<file path="config.mk">
export PLATFORM = sky130hd
export DESIGN_NAME = ttt_game_ctrl_flat
export DESIGN_NICKNAME = d
export VERILOG_FILES = /design/src/rtl/ttt_game_ctrl_if.sv /design/src/rtl/ttt_game_ctrl.sv /design/src/flat_wrapper.sv
export SDC_FILE = /design/constraint.sdc
export NUM_CORES = 1
export LEC_CHECK = 0
export ABC_AREA = 0
export BUFFER_PORTS_ARGS = -buffer_cell sky130_fd_sc_hd__buf_2
export CAP_MARGIN = 5
export CORE_MARGIN = 10
export CORE_UTILIZATION = 48
export CTS_CLUSTER_DIAMETER = 150
export DETAILED_ROUTE_END_ITERATION = 16
export MAX_ROUTING_LAYER = met4
export PLACE_DENSITY_LB_ADDON = 0.2
export RECOVER_POWER = 50
export SLEW_MARGIN = 20
export SYNTH_ARGS = -nofsm -noshare
export SYNTH_HDL_FRONTEND = slang
export SYNTH_SLANG_ARGS = --single-unit
export TNS_END_PERCENT = 10
</file>
<file path="constraint.sdc">
create_clock -name clk -period 1.9 [get_ports clk]
set_input_delay 0.285 -clock clk [delete_from_list [all_inputs] [get_ports clk]]
set_output_delay 0.285 -clock clk [all_outputs]
set_load 0.1 [all_outputs]
</file>
<file path="src/rtl/ttt_game_ctrl_if.sv">
// Move handshake between the move source and the tic-tac-toe controller.
// Latency: n/a (wires only); ack/err return one cycle after the accepting edge.
// Backpressure: source holds move_valid/move_cell until move_ready is seen high at an edge.
interface ttt_game_ctrl_if;
    logic       move_valid;
    logic [3:0] move_cell;
    logic       move_ready;
    logic       move_ack;
    logic       move_err;

    modport master (
        output move_valid,
        output move_cell,
        input  move_ready,
        input  move_ack,
        input  move_err
    );

    modport slave (
        input  move_valid,
        input  move_cell,
        output move_ready,
        output move_ack,
        output move_err
    );
endinterface

</file>
<file path="src/rtl/ttt_game_ctrl.sv">
// Tic-tac-toe controller: owns the board, alternates X/O moves, detects win/draw.
// Latency: ack/err one cycle after the accepting edge; result (turn or game_over) one cycle later.
// Backpressure: move_ready low during CHECK, DONE and while new_game is asserted.

// Detects three-in-a-row on a single player's 9-bit mark map.
module win_detect (
    input  logic [8:0] board,
    output logic       win
);
    // Eight possible lines: three rows, three columns, two diagonals.
    always_comb begin
        win = (board[0] & board[1] & board[2]) |
              (board[3] & board[4] & board[5]) |
              (board[6] & board[7] & board[8]) |
              (board[0] & board[3] & board[6]) |
              (board[1] & board[4] & board[7]) |
              (board[2] & board[5] & board[8]) |
              (board[0] & board[4] & board[8]) |
              (board[2] & board[4] & board[6]);
    end
endmodule

module ttt_game_ctrl (
    input  logic                  clk,
    input  logic                  reset_n,
    input  logic                  new_game,
    ttt_game_ctrl_if.slave        move,
    output logic                  turn,
    output logic [8:0]            x_board,
    output logic [8:0]            o_board,
    output logic [3:0]            move_count,
    output logic                  game_over,
    output logic [1:0]            winner
);
    typedef enum logic [1:0] {
        PLAY  = 2'd0,
        CHECK = 2'd1,
        DONE  = 2'd2
    } state_t;

    state_t     state;
    state_t     state_nxt;
    logic       turn_nxt;
    logic [8:0] x_board_nxt;
    logic [8:0] o_board_nxt;
    logic [3:0] move_count_nxt;
    logic [1:0] winner_nxt;
    logic       move_ack_q;
    logic       move_err_q;
    logic       move_ack_nxt;
    logic       move_err_nxt;

    logic       x_win;
    logic       o_win;
    logic       mover_win;
    logic [8:0] cell_bit;
    logic       legal;

    win_detect u_win_x (.board(x_board), .win(x_win));
    win_detect u_win_o (.board(o_board), .win(o_win));

    // Only the player who just moved can have completed a line.
    assign mover_win = turn ? o_win : x_win;

    // Out-of-range cells decode to no bit so they can never look free.
    always_comb begin
        cell_bit = 9'd0;
        if (move.move_cell <= 4'd8) begin
            cell_bit = 9'd1 << move.move_cell;
        end
    end

    assign legal           = (cell_bit != 9'd0) && ((cell_bit & (x_board | o_board)) == 9'd0);
    assign move.move_ready = (state == PLAY) && !new_game;
    assign move.move_ack   = move_ack_q;
    assign move.move_err   = move_err_q;
    assign game_over       = (state == DONE);

    // State register.
    always_ff @(posedge clk or negedge reset_n) begin
        if (!reset_n) begin
            state <= PLAY;
        end else begin
            state <= state_nxt;
        end
    end

    // Next-state and next-datapath decode; new_game overrides everything.
    always_comb begin
        state_nxt      = state;
        turn_nxt       = turn;
        x_board_nxt    = x_board;
        o_board_nxt    = o_board;
        move_count_nxt = move_count;
        winner_nxt     = winner;
        move_ack_nxt   = 1'b0;
        move_err_nxt   = 1'b0;
        if (new_game) begin
            state_nxt      = PLAY;
            turn_nxt       = 1'b0;
            x_board_nxt    = 9'd0;
            o_board_nxt    = 9'd0;
            move_count_nxt = 4'd0;
            winner_nxt     = 2'b00;
        end else begin
            case (state)
                PLAY: begin
                    if (move.move_valid) begin
                        if (legal) begin
                            if (turn) begin
                                o_board_nxt = o_board | cell_bit;
                            end else begin
                                x_board_nxt = x_board | cell_bit;
                            end
                            move_count_nxt = move_count + 4'd1;
                            move_ack_nxt   = 1'b1;
                            state_nxt      = CHECK;
                        end else begin
                            move_err_nxt = 1'b1;
                        end
                    end
                end
                CHECK: begin
                    // Win is checked before draw so a 9th-move win is reported as a win.
                    if (mover_win) begin
                        winner_nxt = turn ? 2'b10 : 2'b01;
                        state_nxt  = DONE;
                    end else if (move_count == 4'd9) begin
                        winner_nxt = 2'b11;
                        state_nxt  = DONE;
                    end else begin
                        turn_nxt  = ~turn;
                        state_nxt = PLAY;
                    end
                end
                DONE: begin
                    state_nxt = DONE;
                end
                default: begin
                    state_nxt = PLAY;
                end
            endcase
        end
    end

    // Board, turn, result and handshake pulse registers.
    always_ff @(posedge clk or negedge reset_n) begin
        if (!reset_n) begin
            turn       <= 1'b0;
            x_board    <= 9'd0;
            o_board    <= 9'd0;
            move_count <= 4'd0;
            winner     <= 2'b00;
            move_ack_q <= 1'b0;
            move_err_q <= 1'b0;
        end else begin
            turn       <= turn_nxt;
            x_board    <= x_board_nxt;
            o_board    <= o_board_nxt;
            move_count <= move_count_nxt;
            winner     <= winner_nxt;
            move_ack_q <= move_ack_nxt;
            move_err_q <= move_err_nxt;
        end
    end
endmodule

</file>
<file path="src/flat_wrapper.sv">
// flat-port wrapper written by rule: the top's interface ports become plain ports
module ttt_game_ctrl_flat 
  (clk, reset_n, new_game, turn, x_board, o_board, move_count, game_over, winner, move_move_valid, move_move_cell, move_move_ready, move_move_ack, move_move_err);
  ttt_game_ctrl_if move_i ();
  input  logic clk;
  input  logic reset_n;
  input  logic new_game;
  output logic turn;
  output logic [8:0] x_board;
  output logic [8:0] o_board;
  output logic [3:0] move_count;
  output logic game_over;
  output logic [1:0] winner;
  input wire logic [$bits(move_i.move_valid)-1:0] move_move_valid;
  input wire logic [$bits(move_i.move_cell)-1:0] move_move_cell;
  output wire logic [$bits(move_i.move_ready)-1:0] move_move_ready;
  output wire logic [$bits(move_i.move_ack)-1:0] move_move_ack;
  output wire logic [$bits(move_i.move_err)-1:0] move_move_err;
  assign move_i.move_valid = move_move_valid;
  assign move_i.move_cell = move_move_cell;
  assign move_move_ready = move_i.move_ready;
  assign move_move_ack = move_i.move_ack;
  assign move_move_err = move_i.move_err;
  ttt_game_ctrl u_core (.clk(clk), .reset_n(reset_n), .new_game(new_game), .move(move_i), .turn(turn), .x_board(x_board), .o_board(o_board), .move_count(move_count), .game_over(game_over), .winner(winner));
endmodule
</file>
==> flow_summary.yaml <==
outcome:
  outcome: "complete, but fails checks"
  violations: "setup timing"
pwr:
  combPwrFrac_pct: 19.4
  power.internal_mw: 0.916
  p_leak_nw: 0.995
  seqPwrFrac_pct: 48.0
  vdd_drop_max_mv: 0.483
  power.density_nw_per_um2: 575
  swShare_pct: 31.3
  p_sw_mw: 0.417
  clkPwrFrac_pct: 32.6
timing:
  final_max_slew_viol_count: 0
  fin_tns_setup_ns: -0.0188
  maxSlewHeadroom_pct: 51.9
  min_period_ns: 1.92
  skew_ns: 0.00699
  whs_ns: 0.215
  rsz0062_at_grt: "true"
  worst_slack_ns: -0.0188
  min_period_over_period_pct: 101
  clock.fmax_mhz: 521
  setup_viol: 1
  hold_viol: 0
  worstMarginPinSlew_ns: 0.722
global_route:
  grtUsageTotal_pct: 16.6
  grt_pass1_vias: 1617
  antenna_found_initial: 0
  overflow: 0
  grt_pass1_wl_mm: 8.02
  grt_max_degree: 30
cells_and_area:
  fillers: 266
  nets: 232
  layoutNonFillerInstCount: 269
  final_cell_mix: "buf_2 (28), buf_4 (23), nor2_1 (18)"
  multi_input_area_sq_um: 945
  antenna_cells: 0
  layout_commonest_cell: "buf_2"
  drive_above_1_share_pct: 53.8
  seq_area_sq_um: 788
  area_growth_pct: 40.0
setup_path:
  reg2reg_from: "u_core.o_board[7]"
  crit_type: "reg -> reg"
  critPathMaxFanout: 9
  slowest_stage: "dfrtp_4"
  critPathBufInv: 0
  arrival_ns: 2.14
  worstPathRequired_ns: 2.12
  cp-start-kind: "flop"
  crit_chain: "nor2_1, mux4_2, nor2_2, or3_4, o32ai_1"
  crit_path_end_kind: "flop"
  crit_family: "simple AND/OR/NAND/NOR gates"
  crit_path_start: "u_core.o_board[7]"
  crit_path_max_incr_delay_ns: 0.52
min_path:
  hold_start: "move_move_valid"
  hp-class: "in -> reg"
drt:
  drt_wl_total_mm: 5.05
  num_vias: 1594
  drc: 0
  drt-pass1-iter-count: 4
  ant_nets: 0
  drtIter0Drc: 137
  avgRoutedWirePerCell_um: 18.8
  post_drt_via_cell_ratio: 5.93
placed_design:
  routabilityCongestion: 0.895
  io_buffers: 36
  post-place-cells: 258
  dp_hpwl_mm: 3.80
flow_run:
  cap_violations: 0
logic_synthesis:
  ys_types: 38
  synth_compound_area_share_pct: 26.4
  synth_ff_type: "dfrtp_1"
  synth_warnings: 0
  synth_top_family_by_area: "compound AO/OA/AOI/OAI gates"
  synth_xor_area_share_pct: 0
  synthAdderAreaFrac_pct: 1.51
  synth_simple_gate_area_share_pct: 18.3
  ys_seq_area_share_pct: 43.8
  ys_seq_elements: 29
  synth_edf_count: 0
  syn_nets: 169
  synthMuxAreaShare_pct: 3.40
  async_flop_share_pct: 100
  synthesis.area_sq_um: 1660
  avgSynthCellArea_sq_um: 10.4
  postSynthCellCount: 159
floorplanning:
  core_area_sq_um: 3340
  die_w_um: 78.7
  ios: 37
  dieArea_sq_um: 6200
  placementRows: 21
  start_util_pct: 49.6
  die_y_um: 78.7
clock_tree:
  clk_pin_slew_ns: 0.09
  cts_tree: "built"
  clkLatencyLatePin_ns: 0.33
  ctsRootBufferMaster: "clkbuf_4"
  numCtsBuffers: 5
  cts.path.max_buffers: 2
  ctsHtreeMaxLevel: 2
  cts.sinks: 29
-- path summary, 6_finish.rpt --
check / cells past startpoint / slack [ns] / endpoint
setup / recovery: 5 / -0.02 / u_core.x_board[7]
hold / removal: 2 / 0.22 / u_core.move.move_err
min in group asynchronous: 2 / 0.53 / u_core.o_board[4]
setup reg to reg: 5 / -0.02 / u_core.x_board[7]
hold reg to reg: 2 / 0.58 / u_core.o_board[5]
max in group asynchronous: 2 / 0.83 / u_core.x_board[7]
-- worst register-to-register path: cells and delay by family, from the launching register on --
| family | cells | cell delay, ns |
|---|---|---|
| mux | 1 | 0.28 |
| simple gates | 3 | 0.70 |
| flops | 1 | 0.52 |
| compound gates | 1 | 0.31 |
-- what timing repair did --
| action | in CTS | in global routing |
|---|---|---|
| endpoints found under the hold margin | 29 | 0 |
| pin swaps | 3 | 10 |
| setup buffers | 0 | 0 |
| gates resized for setup | 2 | 15 |
| gates cloned | 1 | 1 |
| setup endpoints to repair | 14 | 25 |
| hold buffers | 1 | 0 |
-- cell usage after synthesis, types with 4 or more instances --
cell	count	share of area, %
a22o_1	8	4.2
a22oi_1	4	1.8
inv_1	15	3.4
dfrtp_1	29	44
o41ai_2	4	3.9
nor2_1	19	4.3
clkbuf_1	5	1.1
a21oi_1	5	1.5
o32ai_1	12	6.3
o21ai_0	4	1.2
nand2b_1	5	1.9
nand2_1	5	1.1
-- flip-flops by register name, summed over array words and instances, names as in the netlist --
| name | cells |
|---|---|
| u_core.state | 2 |
| u_core.move.move_err | 1 |
| u_core.move.move_ack | 1 |
| u_core.o_board | 9 |
| u_core.move_count | 4 |
| u_core.turn | 1 |
| u_core.x_board | 9 |
| u_core.winner | 2 |
-- per-layer routing --
layer | up-vias | GRT usage (%) | share of wire, % | routed length [um]
li1 | 730 | - | - | -
met1 | 781 | 20.0 | 42 | 2100
met2 | 74 | 25.7 | 48 | 2420
met3 | 9 | 5.41 | 8.5 | 430
met4 | 0 | 5.38 | 2.0 | 100
met5 | - | - | 0 | 0
-- metrics by stage --
stage	worst slack, ns	util, %	power (mW)	area (sq um)
after global routing	-0.0702	69.4	1.39	2320
after CTS	-0.0487	66.7	1.33	2220
after detailed placement	-0.148	63.8	0.890	2130
after floorplan	-0.129	-	0.814	1740
final	-0.0188	69.4	1.33	2320
after global placement	-0.0583	63.8	0.884	2130
-- cell families after synthesis --
family / after synthesis
AO/OA/AOI/OAI: 47
flip-flops: 29
multiplexers: 3
adder cells (fa/ha/maj): 2
buffers and inverters: 23
AND/OR/NAND/NOR: 55
-- power groups by stage --
stage	registers, mW	clock network, mW	logic (mW)
final	0.640	0.434	0.259
after global routing	0.642	0.475	0.272
after CTS	0.640	0.446	0.243
after detailed placement	0.654	0	0.237
after global placement	0.652	0	0.231
after floorplan	0.715	0	0.0987
-- layout make-up --
class,instances,area share [%]
timing repair buffer,62,17.3
sequential,29,34.0
tap,46,2.48
clock inverter,1,0.216
inverter,15,2.43
clock buffer,7,2.81
multi-input combinational,109,40.8
(Power assumes the default switching activity.)
